### src/rtl/ahb_response_mux.sv
// ============================================================================
// ahb_response_mux : AHB slave-to-master response mux with a default slave
//                    that answers unmapped transfers with a two-cycle ERROR.
// Revision 1.0
// ============================================================================
`default_nettype none

module ahb_response_mux #(
  parameter int                    NUM_SLAVES    = 4,
  parameter int                    NUM_MASTERS   = 2,
  parameter int                    DATA_WIDTH    = 32,
  parameter logic [DATA_WIDTH-1:0] DEFAULT_RDATA = 32'hDEADBEEF,
  parameter int                    ERRCNT_WIDTH  = 8,
  localparam int                   MW = (NUM_MASTERS > 1) ? $clog2(NUM_MASTERS) : 1
) (
  input  logic                              Hclk,
  input  logic                              Hresetn,
  input  logic [NUM_SLAVES-1:0]             Hsel,
  input  logic [1:0]                        Htrans,
  input  logic [MW-1:0]                     Hmaster,
  input  logic [NUM_SLAVES*DATA_WIDTH-1:0]  Hrdata_S,
  input  logic [2*NUM_SLAVES-1:0]           Hresp_S,
  input  logic [NUM_SLAVES-1:0]             Hreadyout_S,
  output logic [NUM_MASTERS*DATA_WIDTH-1:0] Hrdata_M,
  output logic [2*NUM_MASTERS-1:0]          Hresp_M,
  output logic                              Hready,
  output logic [MW-1:0]                     Hmaster_data,
  output logic [ERRCNT_WIDTH-1:0]           err_count
);

  typedef enum logic [1:0] {
    ST_IDLE = 2'd0,
    ST_ERR1 = 2'd1,
    ST_ERR2 = 2'd2
  } state_t;

  localparam logic [1:0] RESP_OKAY  = 2'b00;
  localparam logic [1:0] RESP_ERROR = 2'b01;

  logic [NUM_SLAVES-1:0]   sel_q;
  logic [MW-1:0]           mst_q;
  logic                    err_req_q;
  state_t                  state_q;
  logic [ERRCNT_WIDTH-1:0] err_count_q;

  logic                    unmapped_d;
  logic                    err_active;
  logic [DATA_WIDTH-1:0]   rdata_sel;
  logic [1:0]              resp_sel;
  logic                    ready_sel;

  // Only NONSEQ/SEQ to unmapped space is an error; IDLE/BUSY get a zero-wait OKAY.
  assign unmapped_d = (Hsel == '0) && Htrans[1];

  always_ff @(posedge Hclk or negedge Hresetn) begin
    if (!Hresetn) begin
      sel_q       <= '0;
      mst_q       <= '0;
      err_req_q   <= 1'b0;
      state_q     <= ST_IDLE;
      err_count_q <= '0;
    end else begin
      if (Hready) begin
        sel_q     <= Hsel;
        mst_q     <= Hmaster;
        err_req_q <= unmapped_d;
      end
      case (state_q)
        ST_ERR1: state_q <= ST_ERR2;
        default: state_q <= (Hready && unmapped_d) ? ST_ERR1 : ST_IDLE;
      endcase
      if (Hready && unmapped_d && (err_count_q != '1)) begin
        err_count_q <= err_count_q + ERRCNT_WIDTH'(1);
      end
    end
  end

  assign err_active = (state_q != ST_IDLE) && err_req_q;

  always_comb begin
    rdata_sel = DEFAULT_RDATA;
    resp_sel  = RESP_OKAY;
    ready_sel = 1'b1;
    // Descending scan so the lowest set select bit wins on multi-hot input.
    for (int i = NUM_SLAVES - 1; i >= 0; i--) begin
      if (sel_q[i]) begin
        rdata_sel = Hrdata_S[i*DATA_WIDTH +: DATA_WIDTH];
        resp_sel  = Hresp_S[2*i +: 2];
        ready_sel = Hreadyout_S[i];
      end
    end
    if (err_active) begin
      rdata_sel = DEFAULT_RDATA;
      resp_sel  = RESP_ERROR;
      ready_sel = (state_q == ST_ERR2);
    end
  end

  always_comb begin
    Hrdata_M = {NUM_MASTERS{DEFAULT_RDATA}};
    Hresp_M  = '0;
    for (int m = 0; m < NUM_MASTERS; m++) begin
      if (mst_q == MW'(m)) begin
        Hrdata_M[m*DATA_WIDTH +: DATA_WIDTH] = rdata_sel;
        Hresp_M[2*m +: 2]                    = resp_sel;
      end
    end
  end

  assign Hready       = ready_sel;
  assign Hmaster_data = mst_q;
  assign err_count    = err_count_q;

endmodule

`default_nettype wire

### config.mk
export PLATFORM = sky130hd
export DESIGN_NAME = ahb_response_mux
export DESIGN_NICKNAME = d
export VERILOG_FILES = /design/src/rtl/ahb_response_mux.sv
export SDC_FILE = /design/constraint.sdc
export NUM_CORES = 1
export LEC_CHECK = 0
export ABC_AREA = 0
export CORE_MARGIN = 10
export CORE_UTILIZATION = 25
export CTS_CLUSTER_DIAMETER = 100
export DETAILED_ROUTE_END_ITERATION = 10
export PLACE_DENSITY = 0.78
export SETUP_SLACK_MARGIN = 0.5
export SLEW_MARGIN = 30
export SYNTH_ARGS = -nofsm -noshare
export SYNTH_HDL_FRONTEND = slang
export SYNTH_SLANG_ARGS = --single-unit
### constraint.sdc
create_clock -name Hclk -period 1.8 [get_ports Hclk]
set_input_delay 0.36 -clock Hclk [delete_from_list [all_inputs] [get_ports Hclk]]
set_output_delay 0.36 -clock Hclk [all_outputs]
set_load 0.05 [all_outputs]
== Word-level counts from Yosys, hierarchy flattened ==
Index checks and enable logic that the tools add are counted.

* Bits in registers: 16

* $add $sub $neg: 1
* Equal/unequal tests: 3
* Muxes and demuxes: 21
* Reductions and logical operators: 6

{| class="wikitable"
|+ Operators with widths
! cell !! number
|-
| 32-bit 2-to-1 mux || 7
|-
| 2-bit 2-to-1 mux || 8
|-
| 8-bit by 1-bit adder with 8-bit output (second input constant) || 1
|-
| 8-bit inequality test (second input constant) || 1
|-
| 1-bit 2-to-1 mux || 6
|-
| 1-bit logical AND || 4
|-
| 4-bit zero test || 1
|-
| 2-bit by 1-bit == test with 1-bit output (second input constant) || 1
|-
| 2-bit == test (second input constant) || 1
|-
| 2-bit nonzero test || 1
|}

== Depth between registers and ports, before layout ==
Gate-level depths: netlist of run 1.

* Depth in word-level cells: 8
* Gate-level depth with buffers: 7
* Depth with buffers taken out: 5

== Worst setup path before layout of run 1 ==
Ideal clock, no wire load.

* Path type: register to output
* Start point: register sel_q[2]
* End point: output Hresp_M[2]
* Data arrival time: 1828 ps
* Path slack: -388 ps
* Cell stages (with the launch flop): 7
* Cell sequence: dfrtp_1 nor2b_1 clkbuf_1 a22oi_1 o21ai_0 a21oi_1 nor2b_1

* Longest elaborated chain between the ends: 5

{| class="wikitable"
|+ Ends and longest elaborated chain
! item !! line !! RTL
|-
| start: declaration || 40 || <nowiki>logic [NUM_SLAVES-1:0] sel_q;</nowiki>
|-
| start signal: assignment || 64 || <nowiki>sel_q <= Hsel;</nowiki>
|-
| 2-bit 2-to-1 mux (3 in series) || 86 || <nowiki>if (sel_q[i]) begin</nowiki>
|-
| 2-bit 2-to-1 mux || 92 || <nowiki>if (err_active) begin</nowiki>
|-
| 2-bit 2-to-1 mux || 103 || <nowiki>if (mst_q == MW'(m)) begin</nowiki>
|-
| end: declaration || 25 || <nowiki>output logic [2*NUM_MASTERS-1:0] Hresp_M,</nowiki>
|}

No other way between the ends.

== Worst setup path in the final report of run 1 ==
* Start point: register sel_q[2]
* End point: output Hrdata_M[7]

* Longest elaborated chain between the ends: 5

{| class="wikitable"
|+ Ends and longest elaborated chain
! item !! line !! RTL
|-
| 32-bit 2-to-1 mux (3 in series) || 86 ||
|-
| 32-bit 2-to-1 mux || 92 ||
|-
| 32-bit 2-to-1 mux || 103 ||
|-
| end: declaration || 24 || <nowiki>output logic [NUM_MASTERS*DATA_WIDTH-1:0] Hrdata_M,</nowiki>
|}

No other way between the ends.

==> impl_results.md, run 1 <==
- Status: complete, but fails checks
- Failing checks: setup timing
- Required @ worst endpoint: 1440 ps
- PD cells: around 2400 nW/um2
- Placed cell areas: between 5000 and 6000 um2
- Number of global-route vias before repair: 3,530
- Mean Syn Cell Area: 6.43 um2
- Slowest stage delay, CP: 470 ps
- GPL Wtd Cong: 0.937
- Critical path class: register to primary output
- Slowest-stage cell, CP: dfrtp_2
- Port bufs: 225
- Clock latency at the later pin of the worst-skew pair: 250 ps
- RR Startpoint: sel_q[2]
- R2R depth: 8
- Antenna Violating Nets Remaining: 0
- Finished Cell Area: around 6000 um2
- Peak VDD IR: between 1 and 1.5 mV
- RSZ-0062 raised after global routing: true
- Drt total wl: 14,600 um
- Final #Nets: 698
- Drc violations: 0
- CTS buffer count: 3
- Clock period minus worst slack: roughly 2200 ps
- HPWL after DPL: 11,800 um
- First-pass GRT wire length: 20,800 um
- Cell family with most CP delay: compound AO/OA/AOI/OAI gates
- Worst slew margin: 0.778
- Post-synth top area share: 0.201
- Gate Count Post-Synth: 310
- Syn nets: 460
- Cell Area, Synth: between 1500 and 2000 um2
- PnR worst setup slack: -362 ps
- Leak: 2.42 nW
- Setup-failing EPs final: 80
- CP Launch Type: register
- # diodes: 0
- P&R area growth vs syn: 208%
- Die ar.: 11,900 um2
- Fmax: 463 MHz
- Core footprint: 7730 um2
- Fin crit share: 1.20
- Initial antenna violation count: 0
- Crit-path max FO: 7
- Main area contributors after synthesis: dfrtp_1 (20%), nand2_1 (16%), o211ai_1 (8.7%), o22ai_1 (7.2%), o21ai_0 (7.0%)
- Die width: 109 um
- Fraction of layout cells with a size suffix above 1: 0.530
- Clk sinks: 16
- Buffer depth of the longest clock path: 2
- Total GRT Usage: 0.222
- Worst-Margin Slew: 332 ps
- Total power: 14.7 mW
- Post-CTS Hold Buffers: 0
- Crit-path cells: nand2b_4, buf_6, o22ai_2, o211ai_1, o21ai_2, nand2_2, buf_12
- Largest net degree at the start of global routing: 45
- Flops & latches, synth: 16
- DRT Pass-1 Iters: 4
- H-Tree Depth: 1
- 1st-iter DRT viols: 132
- Worst Path Buf+Inv: 2
- Final Slew Violations: 0
- Worst EP arrival: 1800 ps
- I/O pins: around 230
- Worst-case hold slack: 429 ps
- Crit Reg-Reg Endpoint: err_count[7]
- FP Rows: 32
- Worst Hold Class: primary input to asynchronous set/reset pin
- Biggest area consumer among synthesized cells: dfrtp_1
- CTS root buffer: clkbuf_8
- Ys Warns: 0
- Via count: around 3,400
- Final Hold Viols: 0
- Max-Cap Viols: 0
- Starting density of the core: 0.258
- CTS tree: yes
- Via/cell ratio: 5.17
- Post-DR wirelength/cell: 22.5 um
- Crit path capture type: primary output
- Die height: 109 um
- Seq/Total Area, Yosys: 0.201
- R2r setup slk: -160 ps
- Clk slew on worst S/H paths: ~60 ps
- Netlist cell types: 33
- GRT Residual Overflow: 0
- Fin Clk Skew: 2.26 ps
- Instance count on the critical path: 7
-- layout by cell type, fill, tap and decap left out, types with 5 or more instances in the layout --
master	count
dfrtp_1	5
nand3_1	5
clkdlybuf4s50_1	147
o211ai_1	23
nor2b_1	10
nand2_1	33
o21ai_2	25
o22ai_2	12
nand2_2	49
nor3_2	7
nor2_4	19
a21oi_2	11
buf_4	32
buf_12	73
dfrtp_2	11
buf_6	6
a221oi_4	7
o22ai_1	11
-- sequential cells by signal (all words and copies together) (netlist names) --
register and flops:
state_q 2, err_count 8, sel_q 4, err_req_q 1, Hmaster_data 1
-- layout make-up --
cell class | instances | area, um2
Inverter | 5 | 22.5
Fill cell | 463 | 1590
Multi-Input combinational cell | 261 | 2240
Clock buffer | 4 | 45.0
Timing Repair Buffer | 261 | 3290
Sequential cell | 16 | 414
Tap cell | 102 | 128
-- worst max path at each step --
stage	from	to	slack (ps)
5_1_grt	sel_q[2]	Hrdata_M[47]	-440
2_1_floorplan	sel_q[2]	Hrdata_M[10]	70
3_3_place_gp	Hrdata_S[94]	Hrdata_M[30]	-230
3_5_place_dp	Hrdata_S[81]	Hrdata_M[49]	-300
6_report	sel_q[2]	Hrdata_M[7]	-360
4_1_cts	sel_q[2]	Hrdata_M[7]	-330
-- metal layers --
layer  global-route usage  part of all wire  vias up
met1                0.226              0.32     1584
met3               0.0637             0.099       32
met5                    0                 0        -
met4               0.0651             0.032        0
li1                     -                 -     1588
met2                0.428              0.55      149
-- cell usage after synthesis --
cell type  count
o21ai_0       28
nor3b_1        2
a22oi_1        1
and3_1         1
buf_1          2
nor2b_1       14
nand3_1        6
o211ai_1      23
o21ba_2        1
ha_1           1
mux2_2         5
dfrtp_1       16
o2111ai_4      1
o22ai_1       23
a21oi_1       12
nand3_4        1
nand3b_1       1
o311ai_4       1
a221oi_1       9
xor2_1         4
inv_1          5
a32oi_2        1
nand2_1       83
clkbuf_1      23
nor3_1        10
xnor2_1        1
nor3_2         1
buf_2          3
o311ai_0       1
and2_1         2
nand2b_1       2
nor4_1         1
nor2_1        25
-- stage by stage --
step | setup TNS [ps] | utilization | instances | setup slack, ps
after global routing | -27190 | 0.794 | 649 | -437
after floorplan | 0 | - | 310 | 67.9
after global placement | -6530 | 0.732 | 642 | -230
after detailed placement | -10430 | 0.732 | 642 | -303
final | -19720 | 0.794 | 649 | -362
after CTS | -20800 | 0.772 | 648 | -331
-- repair_timing --
| action | CTS | global route |
|---|---|---|
| endpoints found under the setup margin | 87 | 86 |
| pin swaps | 28 | 19 |
| cloned | 1 | 0 |
| setup buffers | 1 | 1 |
| resized for setup | 54 | 30 |
-- cells by family (layout without fill, tap and decap cells) --
family,after synthesis,after routing,synth area share
buffers and inverters,33,270,0.0641
and+or+nand+nor,149,149,0.332
muxes,5,5,0.0283
adders and majority gates,1,1,0.00628
AOI/OAI and AO/OA,101,101,0.347
DFF,16,16,0.201
xor gates and xnor gates,5,5,0.0220
-- where the power goes --
part           internal, mW  switching (mW)
sequential            0.458           0.174
combinational          6.07            7.76
clock                 0.157           0.121
total                  6.69            8.05
(Power assumes the default switching activity.)
==> inputs of run 2 (changes only) <==
--- a/config.mk
+++ b/config.mk
@@ -6,6 +6,7 @@
 export NUM_CORES = 1
 export LEC_CHECK = 0
 export ABC_AREA = 0
+export ABC_CLOCK_PERIOD_IN_PS = 1800
 export CORE_MARGIN = 10
 export CORE_UTILIZATION = 25
 export CTS_CLUSTER_DIAMETER = 100
==> results of run 2 <==
Final layout, timing and power as in run 1 (identical DEF).
